## src/rtl/display_scan_n.sv

```systemverilog
// display_scan_n -- multiplexed 7-segment display scanner.
//
// Scans DIGITS hex digits, one slot of 2**SCAN_LOG2 clocks per digit. Per-digit
// data is captured at the start of each slot. Brightness is set by a PWM duty
// taken from the top LUM_BITS of the slot counter. The last cycle of every slot
// is a dark guard cycle.
//
// Optional feature: define DISPLAY_SCAN_BLINK_EN to enable per-digit blinking.
// Blinking is driven by a BLINK_LOG2-bit frame counter. Without the macro, the
// blink port is ignored.
//
// Ports:
//   clk         sole clock, rising edge
//   rst_n       asynchronous active-low reset
//   en          display enable; 0 holds the scan at digit 0 / slot 0, dark
//   luminance   duty code (all ones = fully on except guard cycle)
//   hexx        hex nibble per digit, digit i = hexx[4i+3:4i]
//   points      decimal point per digit
//   blink       per-digit blink request
//   blank_lz    leading-zero blanking enable
//   segments    {a,b,c,d,e,f,g,dp}, registered
//   digits      one-hot digit enable, registered
//   frame_tick  one-cycle pulse on the last cycle of each full frame
module display_scan_n #(
   parameter int unsigned DIGITS         = 4,
   parameter int unsigned SCAN_LOG2      = 10,
   parameter int unsigned LUM_BITS       = 4,
   parameter int unsigned BLINK_LOG2     = 8,
   parameter int unsigned SEG_ACTIVE_LOW = 0,
   parameter int unsigned DIG_ACTIVE_LOW = 0
) (
   input  logic                  clk,
   input  logic                  rst_n,
   input  logic                  en,
   input  logic [LUM_BITS-1:0]   luminance,
   input  logic [4*DIGITS-1:0]   hexx,
   input  logic [DIGITS-1:0]     points,
   input  logic [DIGITS-1:0]     blink,
   input  logic                  blank_lz,
   output logic [7:0]            segments,
   output logic [DIGITS-1:0]     digits,
   output logic                  frame_tick
);

   localparam int unsigned       IDX_W    = (DIGITS > 1) ? $clog2(DIGITS) : 1;
   localparam logic [IDX_W-1:0]  LAST_IDX = IDX_W'(DIGITS - 1);
   localparam logic [7:0]        SEG_INV  = {8{SEG_ACTIVE_LOW != 0}};
   localparam logic [DIGITS-1:0] DIG_INV  = {DIGITS{DIG_ACTIVE_LOW != 0}};

   logic [SCAN_LOG2-1:0] slot;
   logic [IDX_W-1:0]     idx;
   logic                 slot_first;
   logic                 slot_last;

   logic [3:0]           live_nib, s_nib, cur_nib;
   logic                 live_dp, s_dp, cur_dp;
   logic                 live_blank, s_blank, cur_blank;
   logic [LUM_BITS-1:0]  s_lum, cur_lum;
   logic                 upper_nz;
   logic [LUM_BITS-1:0]  phase;
   logic                 blink_dark;
   logic                 lit;
   logic [7:0]           seg_raw;
   logic [DIGITS-1:0]    dig_raw;

   function automatic logic [6:0] font7(input logic [3:0] n);
      case (n)
         4'h0: font7 = 7'b1111110;
         4'h1: font7 = 7'b0110000;
         4'h2: font7 = 7'b1101101;
         4'h3: font7 = 7'b1111001;
         4'h4: font7 = 7'b0110011;
         4'h5: font7 = 7'b1011011;
         4'h6: font7 = 7'b1011111;
         4'h7: font7 = 7'b1110000;
         4'h8: font7 = 7'b1111111;
         4'h9: font7 = 7'b1111011;
         4'hA: font7 = 7'b1110111;
         4'hB: font7 = 7'b0011111;
         4'hC: font7 = 7'b1001110;
         4'hD: font7 = 7'b0111101;
         4'hE: font7 = 7'b1001111;
         default: font7 = 7'b1000111;
      endcase
   endfunction

   assign slot_first = (slot == '0);
   assign slot_last  = &slot;
   assign frame_tick = en && slot_last && (idx == LAST_IDX);

   // Slot counter and digit index; both pinned to zero while disabled.
   always_ff @(posedge clk or negedge rst_n) begin
      if (!rst_n) begin
         slot <= '0;
         idx  <= '0;
      end else if (!en) begin
         slot <= '0;
         idx  <= '0;
      end else begin
         slot <= slot + 1'b1;
         if (slot_last)
            idx <= (idx == LAST_IDX) ? '0 : idx + 1'b1;
      end
   end

`ifdef DISPLAY_SCAN_BLINK_EN
   logic                  live_blink, s_blink, cur_blink;
   logic [BLINK_LOG2-1:0] frame_cnt;

   always_ff @(posedge clk or negedge rst_n) begin
      if (!rst_n)
         frame_cnt <= '0;
      else if (frame_tick)
         frame_cnt <= frame_cnt + 1'b1;
   end
`else
   logic unused_blink;
   assign unused_blink = ^blink;
`endif

   // Select the current digit's inputs and detect a non-zero nibble at or above it.
   always_comb begin
      live_nib = '0;
      live_dp  = 1'b0;
      upper_nz = 1'b0;
`ifdef DISPLAY_SCAN_BLINK_EN
      live_blink = 1'b0;
`endif
      for (int unsigned j = 0; j < DIGITS; j++) begin
         if (idx == IDX_W'(j)) begin
            live_nib = hexx[4*j +: 4];
            live_dp  = points[j];
`ifdef DISPLAY_SCAN_BLINK_EN
            live_blink = blink[j];
`endif
         end
         if (j >= 32'(idx) && hexx[4*j +: 4] != 4'h0)
            upper_nz = 1'b1;
      end
      live_blank = blank_lz && (idx != '0) && !upper_nz;
   end

   always_ff @(posedge clk or negedge rst_n) begin
      if (!rst_n) begin
         s_nib   <= '0;
         s_dp    <= 1'b0;
         s_blank <= 1'b0;
         s_lum   <= '0;
`ifdef DISPLAY_SCAN_BLINK_EN
         s_blink <= 1'b0;
`endif
      end else if (en && slot_first) begin
         s_nib   <= live_nib;
         s_dp    <= live_dp;
         s_blank <= live_blank;
         s_lum   <= luminance;
`ifdef DISPLAY_SCAN_BLINK_EN
         s_blink <= live_blink;
`endif
      end
   end

   // On the first cycle of a slot the sample registers still hold the previous
   // digit, so the live inputs are used directly; they are the values captured.
   assign cur_nib   = slot_first ? live_nib   : s_nib;
   assign cur_dp    = slot_first ? live_dp    : s_dp;
   assign cur_blank = slot_first ? live_blank : s_blank;
   assign cur_lum   = slot_first ? luminance  : s_lum;
`ifdef DISPLAY_SCAN_BLINK_EN
   assign cur_blink  = slot_first ? live_blink : s_blink;
   assign blink_dark = cur_blink && frame_cnt[BLINK_LOG2-1];
`else
   assign blink_dark = 1'b0;
`endif

   assign phase = slot[SCAN_LOG2-1 -: LUM_BITS];
   assign lit   = en && !slot_last && !blink_dark && ((&cur_lum) || (phase < cur_lum));

   always_comb begin
      seg_raw = '0;
      dig_raw = '0;
      if (lit) begin
         seg_raw = {cur_blank ? 7'b0000000 : font7(cur_nib), cur_dp};
         for (int unsigned j = 0; j < DIGITS; j++)
            if (idx == IDX_W'(j))
               dig_raw[j] = 1'b1;
      end
   end

   always_ff @(posedge clk or negedge rst_n) begin
      if (!rst_n) begin
         segments <= SEG_INV;
         digits   <= DIG_INV;
      end else begin
         segments <= seg_raw ^ SEG_INV;
         digits   <= dig_raw ^ DIG_INV;
      end
   end

endmodule
```

## config.mk

```make
export PLATFORM = sky130hd
export DESIGN_NAME = display_scan_n
export DESIGN_NICKNAME = d
export VERILOG_FILES = /design/src/rtl/display_scan_n.sv
export SDC_FILE = /design/constraint.sdc
export NUM_CORES = 1
export LEC_CHECK = 0
export BUFFER_PORTS_ARGS = -buffer_cell sky130_fd_sc_hd__clkbuf_2
export CAP_MARGIN = 20
export CORE_UTILIZATION = 50
export DETAILED_ROUTE_END_ITERATION = 8
export PLACE_DENSITY_LB_ADDON = 0.15
export SYNTH_ARGS = -nofsm -noshare
export SYNTH_HDL_FRONTEND = slang
export SYNTH_SLANG_ARGS = --single-unit
```

## constraint.sdc

```tcl
create_clock -name clk -period 3.84 [get_ports clk]
set_input_delay 0.768 -clock clk [delete_from_list [all_inputs] [get_ports clk]]
set_output_delay 0.768 -clock clk [all_outputs]
set_load 0.005 [all_outputs]
```

=== After elaboration in Yosys (flattened, before gate mapping) ===
Memory sizes are Yosys's and may differ from the RTL's.
Index checks and enable logic that the tools add are counted.

* $add $sub $neg: 2
* Order comparisons: 4
* Equality and inequality tests: 4
* Multiplexer cells: 27
* Reduce and logical (&&, ||, !) cells: 22

{| class="wikitable"
|+ Operators with widths
! kind !! count
|-
| $mux 4 || 7
|-
| $reduce_bool 4->1 || 4
|-
| $mux 1 || 14
|-
| $add 10x1->10 const B || 1
|-
| $logic_and 1x1->1 || 10
|-
| $logic_not 10->1 || 1
|-
| $mux 10 || 1
|-
| $reduce_and 10->1 || 1
|-
| $mux 8 || 1
|-
| $mux 7 || 1
|-
| $mux 2 || 3
|-
| $eq 2x2->1 const B || 2
|-
| $ge 1x2->1 const A || 2
|-
| $lt 4x4->1 || 1
|-
| $reduce_and 4->1 || 1
|-
| $add 2x1->2 const B || 1
|-
| $eq 2x1->1 const B || 1
|-
| $ge 2x2->1 const A || 1
|-
| $logic_not 1->1 || 2
|-
| $logic_not 2->1 || 1
|-
| $ne 2x1->1 const B || 1
|-
| $reduce_bool 2->1 || 1
|-
| $logic_or 1x1->1 || 1
|}

* Bits in registers: 34
* Memory bits (read-only): 112
* Input port bits: 32
* Output and inout bits: 13
* Word-level logic and storage cells: 68
* Memories: 1

{| class="wikitable"
|+ Memory list
! memory !! words !! width !! read ports !! clocked after Yosys merged registers in !! wr ports !! line !! text
|-
| (no name shown) || 16 || 7 || 1 || 0 || 0 || 67 || <nowiki>case (n)</nowiki>
|}

=== Depth between registers and ports, before layout ===
Gate-level depths: netlist of the first run.

* Word-level depth: 11
* Mapped depth: 13
* Gate-level depth less buffers: 11

=== Least setup slack after synthesis of the first run ===
No wires, ideal clock.

* Path type: reg-to-reg
* Start: reg slot[0]
* End: reg segments[1]
* Library setup time: 147 ps
* Data arrival time: 2497 ps
* Required time: 3693 ps
* Slack: 1196 ps
* Stages on the path, launching flop included: 14
* Path buffers: 2
* Clock period less this slack: 2644 ps
* Cells stage by stage: dfrtp_1 -> inv_1 -> ha_1 -> nor4b_4 -> nand3_2 -> buf_6 -> mux2i_1 -> ha_1 -> nand2_1 -> or4b_1 -> o2111ai_1 -> or3b_1 -> buf_2 -> a221oi_1

* Word-level cells in the longest chain between the ends: 6
* Elaborated cells between the ends (all ways): 14
* Those cells by class: order compare (1); mux (5); reduce/logical (7); memory (1)

{| class="wikitable"
|+ RTL lines
! element !! line !! text
|-
| start, declared || 50 || <nowiki>logic [SCAN_LOG2-1:0] slot;</nowiki>
|-
| start signal, assigned || 100 || <nowiki>slot <= slot + 1'b1;</nowiki>
|-
| branches (longest 5 deep; another with $mem_v2 16x7) || -- ||
|-
| $mux 8 * || 182 || <nowiki>if (lit) begin</nowiki>
|-
| net seg_raw[1] || 63 || <nowiki>logic [7:0] seg_raw;</nowiki>
|-
| end signal, assigned || 195 || <nowiki>segments <= seg_raw ^ SEG_INV;</nowiki>
|-
| end, declared || 40 || <nowiki>output logic [7:0] segments,</nowiki>
|}

Mark *: on every way through the listed nets, which the timed path passes.
A chain may end at the register's enable or synchronous reset.

=== Final worst setup path of the first run ===
Ends and elaborated chain as after synthesis.

==> impl_metrics.yaml, run 1 <==
run_status:
  outcome: "complete, no violations"
layout:
  final_common_cell: "clkbuf_2"
  fillers: 363
  fin_util_pct: 61.12
  final_layout_size_suffix_gt1_share_pct: 25.93
  syn_to_final_growth_pct: 15.76
  mostFrequentLayoutCells: "clkbuf_2 (40), dfrtp_1 (34), ha_1 (16)"
  n_antenna_cell: 0
  layout.nets: 290
setup_path:
  end_kind: "flop"
  r2r_end: "segments[1]"
  max_stage_delay_ns: 0.52
  critPathLaunch: "slot[0]"
  critical_path_class: "reg2reg"
  cp_common_cell: "ha_1"
  cp.required_ns: 4.02
  path_max_fanout: 13
  crit_arrival_ns: 3.19
  crit_slowest_cell: "or3b_1"
  reg2reg_slack_ns: 0.83
  r2r_cells: 11
  start_kind: "flop"
  critPathCapture: "segments[1]"
  path_cells: "inv_1 > ha_1 > nor4b_4 > nand3_2 > mux2i_1 > ha_1 > nand2_1 > or4b_1 > o2111ai_1 > or3b_1 > a221oi_1"
  r2r-start: "slot[0]"
pwr:
  peakVddDrop_uv: 158.3
  p_leak_nw: 1.184
  power_density_nw_per_um2: 401.7
cts:
  htree_levels: 2
  cts_setup_buffers: 0
  clock_latency_ns: 0.29
  clockBufferDepth: 2
  cts_buffers: 5
  post_cts_resized: 0
  path_clk_slew_ns: 0.07
  cts_root_buffer: "clkbuf_8"
  cts_tree: "built"
  hold_buffers: 0
  cts.sinks: 34
detailed_routing:
  drt_iter0_drc: 58
  drt-vias-per-instance: 5.488
  wl_per_cell_um: 13.90
  drt_first_pass_iters: 4
  drc: 0
  drt.antenna.violating_nets: 0
  finalWirelength_um: 4073
  vias: 1608
floorplanning:
  die_area_um2: 4519
  design.core.area_um2: 4029
  rows: 23
  die_h_um: 67.23
  die_w_um: 67.23
  pin_count: 45
  initial_core_util_pct: 52.80
min_path:
  holdPathStages: 1
  min_path_type: "reg2reg"
yosys:
  netlist-cell-type-count: 45
  synth_cells: 203
  yosysTopAreaCellShare_pct: 40.00
  yosysSeqAreaShare_pct: 40.00
  ys.flop_type: "dfrtp_1"
  synth_seq_cells: 34
  yosys_warnings: 0
  synth_nets: 251
  synth_enable_flop_cells: 0
  async_flop_share_pct: 100.0
  yosys-top-cells-area: "dfrtp_1 (40%), ha_1 (9.4%), mux2i_1 (6.1%)"
  syn_area_um2: 2127
  yosysTopAreaCell: "dfrtp_1"
  postSynthAreaPerCell_um2: 10.48
sta:
  rsz0062_at_grt: "no"
  finalCritPeriodShare_pct: 78.35
  fmax_ghz: 0.3324
  relSlewSlack_pct: 44.30
  timing.clock.skew_ns: 0.004348
  tns_ns: 0
  worstMarginPinSlew_ns: 0.8355
  layout_min_cycle_time_ns: 3.009
  worst_slack_ns: 0.8314
  hold_violations: 0
  slew_violations: 0
  setup_viol: 0
global_route:
  grt_pass1_wl_um: 6962
  antenna_found_initial: 0
  grt_pass1_vias: 1535
  overflow: 0
  grt_max_degree: 35
  grt_use_total_pct: 20.72
placement:
  gp_congestion: 0.8763
  port-buffer-count: 40
  dpl.hpwl_um: 2947
  pre_cts_ws_ns: 0.8488
job:
  cap_viol_max_count: 0
-- per-stage QoR --
step | cells | total power, mW | instance area [um2] | hold WS, ns
2_1_floorplan | 203 | 0.6080 | 2127 | 0.4497
3_3_place_gp | 285 | 0.6791 | 2352 | 0.4664
3_5_place_dp | 285 | 0.6859 | 2352 | 0.4731
4_1_cts | 293 | 1.004 | 2462 | 0.4866
5_1_grt | 293 | 1.057 | 2462 | 0.5260
6_report | 293 | 0.9891 | 2462 | 0.4859
-- cells in the mapped netlist, types with 2 or more instances --
cell type and count:
clkbuf_1 5, nand3b_1 2, nor2b_1 8, dfrtp_1 34, a221oi_1 5, and4_1 2, nand3_1 5, xor2_1 2
and3_1 2, nor2_1 7, nand4_1 3, nor3_1 7, inv_1 9, o21ai_0 7, buf_2 3, mux2i_1 13
a21boi_0 3, a211oi_1 6, o2111ai_1 2, nor3b_1 4, ha_1 16, a21oi_1 4, nand2_1 8, or3_1 4
and2_1 12, mux2_2 9, xnor2_1 3
-- worst max-delay path, delay by kind of cell (launching register included) --
family          cells  cell delay, ns
simple gates        5            1.38
fa+ha+maj           2            0.42
flops               1            0.41
compound gates      2            0.37
mux                 1            0.27
buf+inv             1            0.07
-- report_power, final --
part	internal, mW	switching (mW)	leakage (nW)
logic	0.120	0.130	0.686
clock network	0.181	0.129	0.0575
registers	0.406	0.0236	0.440
-- flip-flops by register name, indices dropped and copies added, names as in the netlist --
signal and cells:
slot 10, s_blank 1, digits 4, s_dp 1, s_nib 4, idx 2, segments 8, s_lum 4
-- final cells by class --
class | instances | area (um2) | area share [%]
multi-input cells | 151 | 1197 | 48.63
inverters | 9 | 33.78 | 1.372
well taps | 50 | 62.56 | 2.541
repair buffers | 41 | 207.7 | 8.435
flip-flops and latches | 34 | 850.8 | 34.55
clock buffers | 8 | 110.1 | 4.472
-- kinds of logic (layout without fill, tap and decap cells) --
family          count (synthesis)  after routing  synth area share, %
simple gates                   74             74                21.59
flops                          34             34                40.00
compound gates                 33             33                11.12
mux                            23             23                12.12
buf+inv                        18             58                3.706
fa+ha+maj                      16             16                9.412
xor+xnor                        5              5                2.059
-- worst min-delay path by stage --
stage,startpoint,to,slack [ns]
6_report,slot[0],slot[0],0.49
5_1_grt,s_dp,s_dp,0.53
4_1_cts,slot[0],slot[0],0.49
3_5_place_dp,s_dp,s_dp,0.47
3_3_place_gp,slot[0],slot[0],0.47
2_1_floorplan,s_dp,s_dp,0.45
-- layer usage --
metal,GRT usage (%),wire [um]
met1,27.14,2093
met2,32.75,1743
met3,5.068,171
met4,7.979,65
met5,0,0
No activity file was read; power rests on OpenSTA's default activity.
==> inputs of run 2 (changes only) <==
==> constraint.sdc (replaced) <==
create_clock -name clk -period 3.1 [get_ports clk]
set_input_delay 0.62 -clock clk [delete_from_list [all_inputs] [get_ports clk]]
set_output_delay 0.62 -clock clk [all_outputs]
set_load 0.005 [all_outputs]
==> impl_metrics.yaml, run 2 (same netlist as run 1, synthesis figures left out) <==
run_status:
  outcome: "complete, no violations"
detailed_routing:
  finalWirelength_um: 4190
  wl_met3_um: 209
  drt_first_pass_iters: 4
  dr_wl_met2_um: 1893
  drc: 0
  vias: 1676
  highest-signal-layer: "met4"
  drt.antenna.violating_nets: 0
  drt-met1-wl_um: 2030
  wl_per_cell_um: 14.16
  drt-vias-per-instance: 5.662
  drt_iter0_drc: 86
min_path:
  min_path_type: "in2async"
setup_path:
  path_max_fanout: 9
  cp_common_cell: "ha_1"
  r2r_cells: 11
  max_stage_delay_ns: 0.50
  cp.required_ns: 3.24
  critical_path_class: "reg2reg"
  end_kind: "flop"
  cp_top_family: "simple AND/OR/NAND/NOR gates"
  crit_arrival_ns: 2.97
  start_kind: "flop"
  path_cells: "inv_1 > ha_1 > nor4b_4 > nand3_4 > mux2i_1 > ha_1 > nand2_1 > or4b_1 > o2111ai_1 > or3b_1 > a221oi_1"
  crit_buf_inv: 1
  cp_num_cells: 11
  crit_slowest_cell: "or4b_1"
placement:
  port-buffer-count: 40
  gp_congestion: 0.8755
  pre_cts_ws_ns: 0.2023
  placed_area_um2: 2390
  dpl.hpwl_um: 3144
floorplanning:
  die_area_um2: 4519
  rows: 23
  pin_count: 45
  die_h_um: 67.23
  design.core.area_um2: 4029
  initial_core_util_pct: 52.80
  die_w_um: 67.23
global_route:
  grt_max_degree: 35
  antenna_found_initial: 0
  grt_pass1_vias: 1559
  overflow: 0
  grt_pass1_wl_um: 7182
  grt_use_total_pct: 21.27
layout:
  mostFrequentLayoutCells: "clkbuf_2 (40), dfrtp_1 (34), ha_1 (16)"
  layout.nets: 295
  largest_reg_flops: 10
  syn_to_final_growth_pct: 17.24
  design_area_um2: 2494
  n_antenna_cell: 0
  final_common_cell: "clkbuf_2"
  max_flop_register: "slot"
  final_layout_size_suffix_gt1_share_pct: 28.05
  reg.largest.list: "slot (10), segments (8)"
sta:
  tns_ns: 0
  setup_viol: 0
  worst_slack_ns: 0.2675
  worstMarginPinSlew_ns: 0.8493
  layout_min_cycle_time_ns: 2.832
  finalCritPeriodShare_pct: 91.37
  slew_violations: 0
  relSlewSlack_pct: 43.38
  hold_violations: 0
  fmax_ghz: 0.3530
  timing.clock.skew_ns: 0.004208
  rsz0062_at_grt: "no"
cts:
  cts_buffers: 5
  clockBufferDepth: 2
  cts_tree: "built"
  hold_buffers: 0
  cts_root_buffer: "clkbuf_8"
  path_clk_slew_ns: 0.06
  clock_latency_ns: 0.28
  cts.sinks: 34
  htree_levels: 2
pwr:
  p_seq_share_pct: 45.2
  clkPwrFrac_pct: 26.9
  p_int_mw: 0.8326
  pwr-share-comb_pct: 27.9
  p_sw_mw: 0.3442
  p_sw_share_pct: 29.25
  peakVddDrop_uv: 226.6
  p_leak_nw: 1.193
  power_density_nw_per_um2: 471.9
job:
  cap_viol_max_count: 0
[run 2: cell count changes in the layout (fill, tap and decap cells not counted), sizes merged]
cell	previous run	this run
buf	1	6
clkbuf	48	46
[run 2: per-stage QoR]
stage               power, mW  hold WS [ns]  utilization (%)  cells
floorplan              0.7531        0.3244                -    203
global placement       0.8491        0.4658            59.32    290
detailed placement     0.8615        0.4809            59.32    290
CTS                     1.180        0.4716            61.37    296
global route            1.256        0.5170            61.89    296
finish                  1.177        0.4400            61.89    296
[run 2: timing repair]
action,CTS,global route
buffers inserted,0,0
endpoints found under the setup margin,0,4
resized for setup,0,4
[run 2: area by class of cell]
class	count	area (um2)
Sequential cell	34	850.8
Inverter	9	33.78
Tap cell	50	62.56
Fill cell	345	1535
Multi-Input combinational cell	151	1219
Clock buffer	6	82.58
Timing Repair Buffer	46	245.2
[run 2: path summary, 6_finish.rpt]
kind                          from           to  slack (ns)
setup / recovery           slot[0]  segments[1]        0.27
hold / removal               rst_n     s_lum[2]        0.44
setup reg to reg           slot[0]  segments[1]        0.27
hold reg to reg            slot[0]      slot[0]        0.48
max in group asynchronous    rst_n      s_blank        2.13
min in group clk           slot[0]      slot[0]        0.48
[run 2: power groups by stage]
stage | clock, mW | combinational, mW | sequential (mW)
global route | 0.350 | 0.367 | 0.539
detailed placement | 0 | 0.322 | 0.539
global placement | 0 | 0.313 | 0.536
floorplan | 0 | 0.217 | 0.536
finish | 0.317 | 0.329 | 0.531
CTS | 0.326 | 0.323 | 0.531
[run 2: metal layers]
layer / vias up / GRT usage (%)
met2: 57 / 32.75
met3: 4 / 4.561
met1: 790 / 29.10
met4: 0 / 7.979
li1: 825 / -
met5: - / 0
